<file path="config.mk">
export PLATFORM = sky130hd
export DESIGN_NAME = tour_cmd_flat
export DESIGN_NICKNAME = d
export VERILOG_FILES = /design/src/rtl/knight_pkg.sv /design/src/rtl/tour_cmd_if.sv /design/src/rtl/knight_move_decode.sv /design/src/rtl/tour_cmd.sv /design/src/flat_wrapper.sv
export SDC_FILE = /design/constraint.sdc
export NUM_CORES = 1
export LEC_CHECK = 0
export ABC_AREA = 1
export ABC_CLOCK_PERIOD_IN_PS = 2040
export CORE_AREA = 5 5 74 76
export DETAILED_ROUTE_END_ITERATION = 6
export DIE_AREA = 0 0 79 81
export PLACE_DENSITY_LB_ADDON = 0.3
export SETUP_SLACK_MARGIN = 0.3
export SLEW_MARGIN = 15
export SYNTH_ARGS = -nofsm -noshare
export SYNTH_HDL_FRONTEND = slang
export SYNTH_SLANG_ARGS = --single-unit
</file>
<file path="constraint.sdc">
create_clock -name clk -period 2.04 [get_ports clk]
set_clock_uncertainty 0.1 [all_clocks]
set_input_delay 0.408 -clock clk [delete_from_list [all_inputs] [get_ports clk]]
set_output_delay 0.408 -clock clk [all_outputs]
set_load 0.005 [all_outputs]
</file>
<file path="src/rtl/knight_pkg.sv">
// Shared constants and types for the Knight robot command path.
// Opcodes, compass headings, UART response bytes and the tour FSM state encoding.
package knight_pkg;

    localparam logic [3:0] OP_CAL     = 4'h0;
    localparam logic [3:0] OP_MOVE    = 4'h2;
    localparam logic [3:0] OP_MOVE_FF = 4'h3;
    localparam logic [3:0] OP_TOUR    = 4'h4;

    localparam logic [7:0] HDG_N = 8'h00;
    localparam logic [7:0] HDG_W = 8'h3F;
    localparam logic [7:0] HDG_S = 8'h7F;
    localparam logic [7:0] HDG_E = 8'hBF;

    localparam logic [7:0] ACK_DONE = 8'hA5;
    localparam logic [7:0] ACK_STEP = 8'h5A;

    typedef enum logic [2:0] {
        IDLE,
        VERT,
        WAIT_V,
        HORZ,
        WAIT_H
    } tour_state_e;

    typedef struct packed {
        logic [7:0] hdg;
        logic [3:0] sq;
    } leg_t;

    function automatic logic [15:0] mk_cmd(input logic [3:0] op, input leg_t leg);
        return {op, leg.hdg, leg.sq};
    endfunction

endpackage

</file>
<file path="src/rtl/tour_cmd_if.sv">
// Command link between a command source and the command processor.
interface tour_cmd_if;
    logic [15:0] cmd;
    logic        cmd_rdy;
    logic        clr_cmd_rdy;
    logic        send_resp;

    modport master (output cmd, output cmd_rdy, input clr_cmd_rdy, input send_resp);
    modport slave  (input cmd, input cmd_rdy, output clr_cmd_rdy, output send_resp);
endinterface

</file>
<file path="src/rtl/knight_move_decode.sv">
// Maps a one-hot knight move to its vertical and horizontal legs (N/S first, then E/W).
module knight_move_decode
    import knight_pkg::*;
(
    input  logic [7:0] move,
    output leg_t       vert,
    output leg_t       horz
);

    always_comb begin
        vert = '{hdg: HDG_N, sq: 4'd0};
        horz = '{hdg: HDG_N, sq: 4'd0};
        case (move)
            8'h01: begin vert = '{hdg: HDG_N, sq: 4'd2}; horz = '{hdg: HDG_E, sq: 4'd1}; end
            8'h02: begin vert = '{hdg: HDG_N, sq: 4'd2}; horz = '{hdg: HDG_W, sq: 4'd1}; end
            8'h04: begin vert = '{hdg: HDG_N, sq: 4'd1}; horz = '{hdg: HDG_W, sq: 4'd2}; end
            8'h08: begin vert = '{hdg: HDG_S, sq: 4'd1}; horz = '{hdg: HDG_W, sq: 4'd2}; end
            8'h10: begin vert = '{hdg: HDG_S, sq: 4'd2}; horz = '{hdg: HDG_W, sq: 4'd1}; end
            8'h20: begin vert = '{hdg: HDG_S, sq: 4'd2}; horz = '{hdg: HDG_E, sq: 4'd1}; end
            8'h40: begin vert = '{hdg: HDG_S, sq: 4'd1}; horz = '{hdg: HDG_E, sq: 4'd2}; end
            8'h80: begin vert = '{hdg: HDG_N, sq: 4'd1}; horz = '{hdg: HDG_E, sq: 4'd2}; end
            default: ;
        endcase
    end

endmodule

</file>
<file path="src/rtl/tour_cmd.sv">
// Tour command source: passes UART commands through in IDLE, otherwise plays
// back the solved tour as vertical/horizontal move command pairs.
module tour_cmd
    import knight_pkg::*;
#(
    parameter int NUM_MOVES = 24
) (
    input  logic        clk,
    input  logic        rst_n,
    input  logic        start_tour,
    input  logic [7:0]  move,
    output logic [4:0]  mv_indx,
    input  logic [15:0] cmd_UART,
    input  logic        cmd_rdy_UART,
    output logic        clr_cmd_rdy_UART,
    tour_cmd_if.master  cp,
    output logic [7:0]  resp
);

    tour_state_e state_q, state_d;
    logic [4:0]  mv_indx_q, mv_indx_d;
    logic [7:0]  move_q, move_d;
    logic [1:0]  settle_q, settle_d;

    leg_t vert_leg, horz_leg;
    logic last_move;
    logic vert_ready;

    knight_move_decode u_decode (
        .move (move_q),
        .vert (vert_leg),
        .horz (horz_leg)
    );

    assign last_move  = (mv_indx_q == 5'(NUM_MOVES - 1));
    // settle_q: 0 = index just changed, 1 = move captured, 2 = command presented
    assign vert_ready = (settle_q == 2'd2);
    assign mv_indx    = mv_indx_q;

    always_comb begin
        state_d   = state_q;
        mv_indx_d = mv_indx_q;
        move_d    = move_q;
        settle_d  = settle_q;
        case (state_q)
            IDLE: begin
                if (start_tour) begin
                    state_d   = VERT;
                    mv_indx_d = '0;
                    settle_d  = '0;
                end
            end
            VERT: begin
                if (settle_q == 2'd0) move_d = move;
                if (!vert_ready)      settle_d = settle_q + 2'd1;
                else if (cp.clr_cmd_rdy) state_d = WAIT_V;
            end
            WAIT_V: begin
                if (cp.send_resp) state_d = HORZ;
            end
            HORZ: begin
                if (cp.clr_cmd_rdy) state_d = WAIT_H;
            end
            WAIT_H: begin
                if (cp.send_resp) begin
                    if (last_move) begin
                        state_d = IDLE;
                    end else begin
                        state_d   = VERT;
                        mv_indx_d = mv_indx_q + 5'd1;
                        settle_d  = '0;
                    end
                end
            end
            default: state_d = IDLE;
        endcase
    end

    always_ff @(posedge clk or negedge rst_n) begin
        if (!rst_n) begin
            state_q   <= IDLE;
            mv_indx_q <= '0;
            move_q    <= '0;
            settle_q  <= '0;
        end else begin
            state_q   <= state_d;
            mv_indx_q <= mv_indx_d;
            move_q    <= move_d;
            settle_q  <= settle_d;
        end
    end

    always_comb begin
        cp.cmd           = mk_cmd(OP_MOVE, vert_leg);
        cp.cmd_rdy       = 1'b0;
        clr_cmd_rdy_UART = 1'b0;
        resp             = ACK_STEP;
        case (state_q)
            IDLE: begin
                cp.cmd           = cmd_UART;
                cp.cmd_rdy       = cmd_rdy_UART;
                // a tour start in the same cycle leaves the host command pending
                clr_cmd_rdy_UART = cp.clr_cmd_rdy & ~start_tour;
                resp             = ACK_DONE;
            end
            VERT:   cp.cmd_rdy = vert_ready;
            WAIT_V: ;
            HORZ: begin
                cp.cmd     = mk_cmd(OP_MOVE_FF, horz_leg);
                cp.cmd_rdy = 1'b1;
            end
            WAIT_H: begin
                cp.cmd = mk_cmd(OP_MOVE_FF, horz_leg);
                if (last_move) resp = ACK_DONE;
            end
            default: ;
        endcase
    end

endmodule

</file>
<file path="src/flat_wrapper.sv">
// flat-port wrapper written by rule: the top's interface ports become plain ports
module tour_cmd_flat import knight_pkg::*;
#(
    parameter int NUM_MOVES = 24
)
  (clk, rst_n, start_tour, move, mv_indx, cmd_UART, cmd_rdy_UART, clr_cmd_rdy_UART, resp, cp_cmd, cp_cmd_rdy, cp_clr_cmd_rdy, cp_send_resp);
  tour_cmd_if cp_i ();
  input  logic clk;
  input  logic rst_n;
  input  logic start_tour;
  input  logic [7:0] move;
  output logic [4:0] mv_indx;
  input  logic [15:0] cmd_UART;
  input  logic cmd_rdy_UART;
  output logic clr_cmd_rdy_UART;
  output logic [7:0] resp;
  output wire logic [$bits(cp_i.cmd)-1:0] cp_cmd;
  output wire logic [$bits(cp_i.cmd_rdy)-1:0] cp_cmd_rdy;
  input wire logic [$bits(cp_i.clr_cmd_rdy)-1:0] cp_clr_cmd_rdy;
  input wire logic [$bits(cp_i.send_resp)-1:0] cp_send_resp;
  assign cp_cmd = cp_i.cmd;
  assign cp_cmd_rdy = cp_i.cmd_rdy;
  assign cp_i.clr_cmd_rdy = cp_clr_cmd_rdy;
  assign cp_i.send_resp = cp_send_resp;
  tour_cmd #(.NUM_MOVES(NUM_MOVES)) u_core (.clk(clk), .rst_n(rst_n), .start_tour(start_tour), .move(move), .mv_indx(mv_indx), .cmd_UART(cmd_UART), .cmd_rdy_UART(cmd_rdy_UART), .clr_cmd_rdy_UART(clr_cmd_rdy_UART), .cp(cp_i), .resp(resp));
endmodule
</file>
==> results.json <==
{
  "clkPwrFrac_pct": 6.8,
  "hold_violations": 0,
  "die_height_um": 81,
  "synth.avg_cell_area_um2": 6.97,
  "netlist_instances": 198,
  "yosysUniqueCellTypes": 26,
  "pre_cts_ws_ps": -157,
  "post-dp-hpwl_mm": 3.14,
  "yosys-top-cells-area": "dfrtp_1, nand2_1, nor2_1, nand3_1, inv_1",
  "cp_slowest_cell": "dfrtp_1",
  "critical_path_required_ps": 1530,
  "cts_hold_repair.buffers": 0,
  "worstPathArrival_ps": 1640,
  "placed_cells": 338,
  "status": "complete, but fails checks",
  "fin_ws_ps": -107,
  "post-route-period-util_pct": 105,
  "crit_path_end_kind": "primary output",
  "power.density_mw_per_mm2": 1330,
  "worstPathCellList": "buf_6 > inv_4 > nand2_2 > nand3_2 > nor2_1 > nor2_1 > nand2_1 > nand2_4 > nand3_2 > buf_2",
  "cts_root_buffer": "clkbuf_8",
  "grt_pass1_vias": 1724,
  "yosysTopAreaCellShare_pct": 32.6,
  "slew_headroom_pct": 77.6,
  "dieArea_mm2": 0.00640,
  "ys_ff_latch": 18,
  "grt_pass1_wl_mm": 7.27,
  "max_stage_delay_ps": 420,
  "hold_path_class": "in -> async",
  "diodes": 0,
  "cts-htree-levels": 1,
  "seqPwrFrac_pct": 17.7,
  "fin_crit_ps": 2150,
  "internal-power_mw": 2.06,
  "area_growth_pct": 96.1,
  "ir_drop_mv": 0.877,
  "finalWeightedCongestion": 0.787,
  "p_switching_mw": 1.54,
  "numCtsBuffers": 3,
  "antenna_found_initial": 0,
  "routed_wl_mm": 4.59,
  "swShare_pct": 42.7,
  "start_util_pct": 29.6,
  "drc_errors": 0,
  "yosys_warnings": 0,
  "rsz0062_at_grt": "true",
  "power.total_mw": 3.60,
  "synth.cell_area_mm2": 0.00138,
  "grt_usage_pct": 13.9,
  "avgRoutedWirePerCell_um": 12.6,
  "clkTransAtPathRegs_ps": 70,
  "p_leak_nw": 1.51,
  "drive_gt1_share_pct": 53.2,
  "failed_checks": "setup timing",
  "max_freq_mhz": 466,
  "die_width_um": 79,
  "comb_power_share_pct": 75.5,
  "firstDrtPassIters": 4,
  "numPortBuffers": 60,
  "grt_max_degree": 19,
  "tightestPinTransition_ps": 333,
  "synth.yosys.seq_area_share_pct": 32.6,
  "core_mm2": 0.00466,
  "cts_tree": "yes",
  "synth_nets": 231,
  "drv_slew": 0,
  "crit_type": "reg -> out",
  "clockBufferDepth": 2,
  "synth_area_leader_cell": "dfrtp_1",
  "nets": 347,
  "rows": 25,
  "drtIter0Drc": 51,
  "overflow": 0,
  "crit_fanout": 6,
  "cts_sinks": 18,
  "vias": 1674,
  "cap_violations": 0,
  "setup_violations": 14,
  "io_pins": 61,
  "critPathLaunchType": "flip-flop",
  "post_drt_via_cell_ratio": 4.57,
  "instances_no_fill": 366,
  "ant_nets": 0,
  "clk-insertion-delay-late_ps": 250
}
-- kinds of logic after synthesis --
kind of cell / count (synthesis) / share of synthesized area, %
mux: 2 / 1.63
flops: 18 / 32.6
buf+inv: 34 / 11.2
simple gates: 122 / 43.6
compound gates: 15 / 5.62
fa+ha+maj: 3 / 2.72
xor+xnor: 4 / 2.54
-- registers in the layout, summed over array words and instances, names as in the netlist --
name / flops
u_core.state_q: 3
u_core.mv_indx: 5
u_core.settle_q: 2
u_core.move_q: 8
-- power groups by stage --
| stage | registers, mW | clock network, mW | logic, mW |
|---|---|---|---|
| after floorplan | 0.617 | 0 | 1.08 |
| after global placement | 0.594 | 0 | 2.08 |
| after detailed placement | 0.598 | 0 | 2.10 |
| after CTS | 0.610 | 0.247 | 2.37 |
| after global routing | 0.653 | 0.268 | 2.99 |
| final | 0.638 | 0.245 | 2.72 |
-- per-layer routing --
layer | up-vias | GRT usage [%] | wire length, µm
met2 | 45 | 26.0 | 2510
met5 | - | 0 | 0
met3 | 11 | 2.11 | 177
met1 | 773 | 16.0 | 1800
li1 | 845 | - | -
met4 | 0 | 5.15 | 101
-- what timing repair did --
item / in CTS / in global routing
gates resized for setup: 147 / 61
buffers inserted: 18 / 6
pin swaps: 20 / 14
endpoints found under the setup margin: 28 / 38
gates cloned: 1 / 0
-- Yosys cell counts, drive strengths merged --
cell     n
a21oi    8
a22oi    1
buf      8
dfrtp   18
ha       3
inv     26
mux2     2
nand2   56
nand3   22
nand3b   2
nand4    1
nor2    36
nor3     3
nor4     1
o21ai    6
or2      1
xnor2    2
xor2     2
-- placed cells by master (no fill, tap or decap), types with 4 or more instances in the layout --
cell type	n
inv_2	5
nand2_2	16
inv_4	6
dfrtp_1	17
nand2_1	32
buf_4	41
nand3_2	13
nand3_1	9
clkdlybuf4s50_1	29
inv_1	15
a21oi_1	7
nand2_4	8
buf_2	21
nor2_1	16
nor2_4	11
buf_6	22
o21ai_1	4
nor2_2	7
-- area by class of cell --
| class | instances | area (µm²) |
|---|---|---|
| well taps | 54 | 67.6 |
| inverters | 26 | 113 |
| fillers | 430 | 1950 |
| multi-input cells | 146 | 1010 |
| clock buffers | 3 | 41.3 |
| flip-flops and latches | 18 | 452 |
| repair buffers | 119 | 1030 |
-- critical path: cells and delay by family, from the launching register on --
kind                   cells  cell delay [ps]
DFF                        1              420
buffers and inverters      3              330
and+or+nand+nor            7              670
-- final timing paths --
| check | start | endpoint | slack (ps) | cells past startpoint |
|---|---|---|---|---|
| setup / recovery | u_core.move_q[6] | cp_cmd[6] | -110 | 10 |
| hold / removal | rst_n | u_core.settle_q[1] | 380 | 2 |
| setup reg to reg | u_core.state_q[0] | u_core.mv_indx[4] | 300 | 13 |
| hold reg to reg | u_core.settle_q[0] | u_core.settle_q[0] | 390 | 2 |
| max in group asynchronous | rst_n | u_core.state_q[2] | 1250 | 2 |
| min in group clk | u_core.settle_q[0] | u_core.settle_q[0] | 390 | 2 |
-- stage by stage --
| stage | hold slack (ps) | TNS (ps) | area [µm²] | utilization, % |
|---|---|---|---|---|
| CTS | 392 | -215 | 2460 | 52.9 |
| global placement | 357 | -1960 | 2260 | 48.5 |
| floorplan | 12.4 | 0 | 1390 | - |
| detailed placement | 377 | -2210 | 2260 | 48.5 |
| global route | 399 | -2320 | 2710 | 58.1 |
| finish | 381 | -745 | 2710 | 58.1 |
No activity file was read; power rests on OpenSTA's default activity.
